## src/rtl/control_unit_pkg.sv

```systemverilog
// Shared opcodes, FSM state encoding, instruction classes and ALU function codes
// for the multicycle control unit.
package cpu_ctrl_pkg;

   localparam int OPC_W   = 5;
   localparam int ALUOP_W = 4;

   localparam logic [OPC_W-1:0] OP_LD   = 5'b00000;
   localparam logic [OPC_W-1:0] OP_LDI  = 5'b00001;
   localparam logic [OPC_W-1:0] OP_ST   = 5'b00010;
   localparam logic [OPC_W-1:0] OP_ADD  = 5'b00011;
   localparam logic [OPC_W-1:0] OP_SUB  = 5'b00100;
   localparam logic [OPC_W-1:0] OP_AND  = 5'b00101;
   localparam logic [OPC_W-1:0] OP_OR   = 5'b00110;
   localparam logic [OPC_W-1:0] OP_ADDI = 5'b01100;
   localparam logic [OPC_W-1:0] OP_ANDI = 5'b01101;
   localparam logic [OPC_W-1:0] OP_ORI  = 5'b01110;
   localparam logic [OPC_W-1:0] OP_IN   = 5'b10101;
   localparam logic [OPC_W-1:0] OP_OUT  = 5'b10110;
   localparam logic [OPC_W-1:0] OP_MFHI = 5'b10111;
   localparam logic [OPC_W-1:0] OP_MFLO = 5'b11000;
   localparam logic [OPC_W-1:0] OP_NOP  = 5'b11001;
   localparam logic [OPC_W-1:0] OP_HALT = 5'b11010;

   localparam logic [ALUOP_W-1:0] ALU_ADD  = 4'h0;
   localparam logic [ALUOP_W-1:0] ALU_SUB  = 4'h1;
   localparam logic [ALUOP_W-1:0] ALU_AND  = 4'h2;
   localparam logic [ALUOP_W-1:0] ALU_OR   = 4'h3;
   localparam logic [ALUOP_W-1:0] ALU_PASS = 4'hF;

   typedef enum logic [3:0] {
      RESET, T0, T1, T2, T3, T4, T5, T6, T7, HALT
   } state_t;

   typedef enum logic [3:0] {
      CLS_LD, CLS_LDI, CLS_ST, CLS_ALU_R, CLS_ALU_I,
      CLS_MOVE, CLS_IO, CLS_NOP, CLS_HALT, CLS_ILLEGAL
   } instr_class_t;

endpackage

```

## src/rtl/control_unit_opcode_decode.sv

```systemverilog
// Combinational opcode classifier: instruction class plus the ALU function used
// in that class's T4 step (address add for memory ops).
module ctrl_opcode_decode
   import cpu_ctrl_pkg::*;
(
   input  logic [OPC_W-1:0]   opcode,
   output instr_class_t       cls,
   output logic [ALUOP_W-1:0] alu_op
);

   always_comb begin
      cls    = CLS_ILLEGAL;
      alu_op = ALU_PASS;
      case (opcode)
         OP_LD:   begin cls = CLS_LD;    alu_op = ALU_ADD; end
         OP_LDI:  begin cls = CLS_LDI;   alu_op = ALU_ADD; end
         OP_ST:   begin cls = CLS_ST;    alu_op = ALU_ADD; end
         OP_ADD:  begin cls = CLS_ALU_R; alu_op = ALU_ADD; end
         OP_SUB:  begin cls = CLS_ALU_R; alu_op = ALU_SUB; end
         OP_AND:  begin cls = CLS_ALU_R; alu_op = ALU_AND; end
         OP_OR:   begin cls = CLS_ALU_R; alu_op = ALU_OR;  end
         OP_ADDI: begin cls = CLS_ALU_I; alu_op = ALU_ADD; end
         OP_ANDI: begin cls = CLS_ALU_I; alu_op = ALU_AND; end
         OP_ORI:  begin cls = CLS_ALU_I; alu_op = ALU_OR;  end
         OP_MFHI, OP_MFLO: cls = CLS_MOVE;
         OP_IN, OP_OUT:    cls = CLS_IO;
         OP_NOP:           cls = CLS_NOP;
         OP_HALT:          cls = CLS_HALT;
         default:          cls = CLS_ILLEGAL;
      endcase
   end

endmodule

```

## src/rtl/control_unit.sv

```systemverilog
// Multicycle Moore control FSM sequencing the Datapath through fetch, decode and
// execute; all strobes are a function of state and the IR opcode only.
module control_unit
   import cpu_ctrl_pkg::*;
(
   input  logic                clk,
   input  logic                clr,
   input  logic [31:0]         ir,
   input  logic                con_ff,
   output logic                pc_out,
   output logic                zlo_out,
   output logic                zhi_out,
   output logic                hi_out,
   output logic                lo_out,
   output logic                mdr_out,
   output logic                inport_out,
   output logic                c_sign_extended_out,
   output logic                ba_out,
   output logic                mar_enable,
   output logic                z_enable,
   output logic                pc_enable,
   output logic                mdr_enable,
   output logic                ir_enable,
   output logic                y_enable,
   output logic                hi_enable,
   output logic                lo_enable,
   output logic                outport_enable,
   output logic                con_enable,
   output logic                pc_increment,
   output logic                read,
   output logic                ram_write,
   output logic                gra,
   output logic                grb,
   output logic                grc,
   output logic                r_in,
   output logic                r_out,
   output logic [ALUOP_W-1:0]  alu_op,
   output logic                run,
   output logic                illegal_op
);

   state_t               state;
   state_t               next_state;
   instr_class_t         cls;
   logic [ALUOP_W-1:0]   dec_alu_op;
   logic [OPC_W-1:0]     opcode;
   logic                 unused_inputs;

   assign opcode        = ir[31:27];
   assign unused_inputs = ^{con_ff, ir[26:0]};

   ctrl_opcode_decode u_decode (
      .opcode (opcode),
      .cls    (cls),
      .alu_op (dec_alu_op)
   );

   always_ff @(posedge clk) begin
      if (!clr) state <= RESET;
      else      state <= next_state;
   end

   always_comb begin
      next_state = state;
      case (state)
         RESET: next_state = T0;
         T0:    next_state = T1;
         T1:    next_state = T2;
         T2:    next_state = T3;
         T3: begin
            case (cls)
               CLS_LD, CLS_LDI, CLS_ST, CLS_ALU_R, CLS_ALU_I: next_state = T4;
               CLS_HALT: next_state = HALT;
               default:  next_state = T0;
            endcase
         end
         T4:    next_state = T5;
         T5:    next_state = (cls == CLS_LD || cls == CLS_ST) ? T6 : T0;
         T6:    next_state = T7;
         T7:    next_state = T0;
         HALT:  next_state = HALT;
         default: next_state = RESET;
      endcase
   end

   // Later steps re-decode the held IR, so T4..T7 still know the instruction class.
   always_comb begin
      pc_out = 1'b0; zlo_out = 1'b0; zhi_out = 1'b0; hi_out = 1'b0; lo_out = 1'b0;
      mdr_out = 1'b0; inport_out = 1'b0; c_sign_extended_out = 1'b0; ba_out = 1'b0;
      mar_enable = 1'b0; z_enable = 1'b0; pc_enable = 1'b0; mdr_enable = 1'b0;
      ir_enable = 1'b0; y_enable = 1'b0; hi_enable = 1'b0; lo_enable = 1'b0;
      outport_enable = 1'b0; con_enable = 1'b0; pc_increment = 1'b0; read = 1'b0;
      ram_write = 1'b0; gra = 1'b0; grb = 1'b0; grc = 1'b0; r_in = 1'b0; r_out = 1'b0;
      alu_op = ALU_PASS;
      illegal_op = 1'b0;
      run = (state != RESET) && (state != HALT);
      case (state)
         T0: begin
            pc_out = 1'b1; mar_enable = 1'b1; pc_increment = 1'b1; z_enable = 1'b1;
            alu_op = ALU_ADD;
         end
         T1: begin
            zlo_out = 1'b1; pc_enable = 1'b1; read = 1'b1; mdr_enable = 1'b1;
         end
         T2: begin
            mdr_out = 1'b1; ir_enable = 1'b1;
         end
         T3: begin
            case (cls)
               CLS_LD, CLS_LDI, CLS_ST: begin grb = 1'b1; ba_out = 1'b1; y_enable = 1'b1; end
               CLS_ALU_R, CLS_ALU_I:    begin grb = 1'b1; r_out = 1'b1; y_enable = 1'b1; end
               CLS_MOVE: begin
                  hi_out = (opcode == OP_MFHI);
                  lo_out = (opcode != OP_MFHI);
                  gra = 1'b1; r_in = 1'b1;
               end
               CLS_IO: begin
                  gra = 1'b1;
                  if (opcode == OP_IN) begin inport_out = 1'b1; r_in = 1'b1; end
                  else begin r_out = 1'b1; outport_enable = 1'b1; end
               end
               CLS_ILLEGAL: illegal_op = 1'b1;
               default: ;
            endcase
         end
         T4: begin
            z_enable = 1'b1;
            alu_op   = dec_alu_op;
            if (cls == CLS_ALU_R) begin grc = 1'b1; r_out = 1'b1; end
            else c_sign_extended_out = 1'b1;
         end
         T5: begin
            zlo_out = 1'b1;
            if (cls == CLS_LD || cls == CLS_ST) mar_enable = 1'b1;
            else begin gra = 1'b1; r_in = 1'b1; end
         end
         T6: begin
            mdr_enable = 1'b1;
            if (cls == CLS_ST) begin gra = 1'b1; r_out = 1'b1; end
            else read = 1'b1;
         end
         T7: begin
            if (cls == CLS_ST) ram_write = 1'b1;
            else begin mdr_out = 1'b1; gra = 1'b1; r_in = 1'b1; end
         end
         default: ;
      endcase
   end

endmodule

```

## config.mk

```make
export PLATFORM = sky130hd
export DESIGN_NAME = control_unit
export DESIGN_NICKNAME = d
export VERILOG_FILES = /design/src/rtl/control_unit_pkg.sv /design/src/rtl/control_unit_opcode_decode.sv /design/src/rtl/control_unit.sv
export SDC_FILE = /design/constraint.sdc
export NUM_CORES = 1
export LEC_CHECK = 0
export CAP_MARGIN = 10
export CORE_AREA = 10 10 63 65
export DETAILED_ROUTE_END_ITERATION = 10
export DIE_AREA = 0 0 73 75
export PLACE_DENSITY_LB_ADDON = 0.2
export SLEW_MARGIN = 10
export SYNTH_ARGS = -nofsm -noshare
export SYNTH_HDL_FRONTEND = slang
export SYNTH_HIERARCHICAL = 1
export SYNTH_SLANG_ARGS = --single-unit
```

## constraint.sdc

```tcl
create_clock -name clk -period 3.5 [get_ports clk]
set_clock_uncertainty 0.05 [all_clocks]
set_input_delay 0.7 -clock clk [delete_from_list [all_inputs] [get_ports clk]]
set_output_delay 0.7 -clock clk [all_outputs]
set_load 0.01 [all_outputs]
```

==> results.md <==
* First-pass GRT wire length at slightly below 6 mm
* Hold_ws at 647 ps
* Endpoints failing setup at 0
* WL met2 at roughly 1.7 mm
* Antenna Cells at 0
* R2R cell count at 3
* Crit-path cells: buf_8 > buf_6 > buf_4 > xnor2_1 > a2bb2oi_2 > o21ai_1 > or4b_4 > or3_4 > o311ai_4 > buf_2
* Biggest regs: state: 4 flops
* R2R Setup Slk at between 1500 and 2000 ps
* Top routing layer used: met4
* Tightest Pin Transition at between 500 and 600 ps
* Tot GR Track Use at between 10 and 15%
* Area Growth Syn to Fin at 73.6%
* Reg with most FFs: state
* Fin crit period at 3470 ps
* Fin crit share at a little under 100%
* Worst rel slew slack at 64.5%
* Min-delay worst type: reg -> reg
* Initial antenna violation count at 0
* CP Max Fanout at 5
* Synth Cell Area at around 940 µm²
* Final instance area at 1640 µm²
* Max-cap violations at 0
* CTS max path bufs at 2
* Max FFs per register at 4
* Drt pass-1 iters at 4
* FMAX at 0.288 GHz
* I/O Buffers at 35
* Cells after synthesis at around 140
* R2R Path End: state[3]
* CP endpoint kind: primary output
* Placed standard-cell area at roughly 1400 µm²
* Storage cell area at 80.1 µm²
* R2r startpoint: state[3]
* CP arrival at ~2700 ps
* Chip Width at 73 µm
* Final nets at about 230
* VDD IR max at approximately 0.26 mV
* Min-Delay Startpoint: state[2]
* Hold Path End: state[2]
* Most frequent cells in the layout: 33 x buf_4, 14 x nand2_1, 13 x nor2_1, 13 x clkdlybuf4s50_1
* Io pins at a little under 70
* Die ar. at about 5500 µm²
* Critical path type: in -> out
* Synth async-reset ratio at 0%
* CTS root buf: clkbuf_4
* Hold Buf Count CTS at 0
* Design Power at around 0.00031 W
* Status: complete, no violations
* Placer Congestion at about 0.84
* Max-slew violation count at 0
* CTS tree: yes
* Routed len/inst at 14.9 µm
* Post-synth EDFFs at 0
* Synth warnings at 6
* Ys flop type: dfxtp_1
* CTS clk-pin slew, worst paths at about 40 ps
* Initial Util at about a third
* CP max-delay cell: or4b_4
* CTS Buf Count at 3
* Total clock sinks at 4
* Via/cell ratio at about 5.2
* Metal-1 WL at between 1 and 1.5 mm
* Final hold vios at 0
* Syn_area_per_cell at between 6 and 7 µm²
* Vias in the first global route at between 1k and 1.5k
* Multi-input gate area at ~870 µm²
* Post-Route WL at 3.39 mm
* Critical Path RT at 2750 ps
* Max stage delay on crit path at ~520 ps
* Pwr dens at 191 nW/µm²
* Hold-critical path depth at 2
* Core area at approximately 2700 µm²
* Met3 routed WL at approximately 280 µm
* Drt initial violations at 45
* Commonest non-fill, non-tap cell in the layout: buf_4
* H-tree depth at 1
* Final Core Density at about three fifths
* Largest net degree at the start of global routing at 19
* Distinct cells, synth at 48
* Chip height at roughly 75 µm
* Vias at about 1.2k
* Detailed placement HPWL at 2.39 mm
* Leakage at around 0.82 nW
* Remaining DRCs at 0
* RSZ-0062 raised after global routing: true
* Gr ovfl total at 0
* Fill cell count at roughly 270
* Register bit total from synthesis at 4
* Layout cells sized above 1 at 37.2%
* CP startpoint kind: primary input
* Register area share after synthesis at between 8 and 9%
* Rows at 19
* Antenna viol nets, final at 0
* Clock Latency Late Sink at 240 ps
-- timing repair --
item | 4_1_cts | 5_1_grt
gates resized for setup | 54 | 33
gates cloned | 2 | 0
setup buffers | 8 | 1
setup endpoints to repair | 17 | 12
pin swaps | 6 | 9
-- through the flow --
step                setup slack (ps)  cells  TNS [ps]
finish                          31.8    227         0
global route                   -14.2    227     -14.2
CTS                             7.95    226         0
detailed placement              -805    213     -8400
global placement                -731    213     -7800
floorplan                        184    141         0
-- power by group --
| group | leakage, nW | total [W] | switching, W | internal, W |
|---|---|---|---|---|
| Sequential | 0.0329 | 0.0000580 | 0.00000943 | 0.0000486 |
| Clock | 0.0138 | 0.0000599 | 0.0000214 | 0.0000385 |
| Combinational | 0.771 | 0.000195 | 0.0000919 | 0.000103 |
| Total | 0.818 | 0.000313 | 0.000123 | 0.000191 |
-- kinds of logic (layout without fill, tap and decap cells) --
logic type | count (synthesis) | count (layout) | share of synthesized area (%)
flip-flops | 4 | 4 | 8.48
AND/OR/NAND/NOR | 73 | 73 | 46.6
XOR/XNOR | 5 | 5 | 4.64
buffers and inverters | 24 | 79 | 17.0
AO/OA/AOI/OAI | 31 | 31 | 22.9
other | 1 | 4 | 0.397
-- layout make-up --
type / instances / share of cell area, %
Tap cell: 31 / 2.36
Timing Repair Buffer: 73 / 37.4
Multi-Input combinational cell: 113 / 53.3
Inverter: 3 / 0.687
Clock buffer: 3 / 1.37
Sequential cell: 4 / 4.88
-- worst max-delay path by stage --
| stage | startpoint | end | slack [ps] |
|---|---|---|---|
| finish | ir[29] | r_out | 30 |
| global route | ir[29] | r_out | -10 |
| CTS | ir[30] | ba_out | 8 |
| floorplan | ir[27] | r_out | 180 |
| detailed placement | ir[30] | grc | -810 |
| global placement | ir[30] | grc | -730 |
-- cell usage after synthesis (all sizes together), types with 3 or more instances --
master / count / area (µm²)
nor2: 13 / 48.8
clkbuf: 5 / 18.8
inv: 3 / 11.3
nand3: 3 / 15.0
a21oi: 3 / 15.0
nor3b: 4 / 30.0
or3: 3 / 23.8
xor2: 3 / 26.3
nand2: 14 / 52.6
nor2b: 4 / 25.0
buf: 16 / 130
nor3: 7 / 35.0
dfxtp: 4 / 80.1
nand2b: 7 / 43.8
o211ai: 3 / 27.5
o21ai: 7 / 35.0
nor4bb: 3 / 30.0
nand4b: 4 / 35.0
-- routing by layer --
layer / vias to the layer above / track usage, %
met3: 4 / 4.86
met1: 559 / 13.9
met2: 28 / 22.8
met5: - / 0
li1: 600 / -
met4: 0 / 1.27
-- critical path, delay by kind of cell --
family / cells / cell delay [ps]
AO/OA/AOI/OAI: 3 / 430
buffers and inverters: 4 / 530
AND/OR/NAND/NOR: 2 / 930
XOR/XNOR: 1 / 130
No activity file was read; power rests on OpenSTA's default activity.
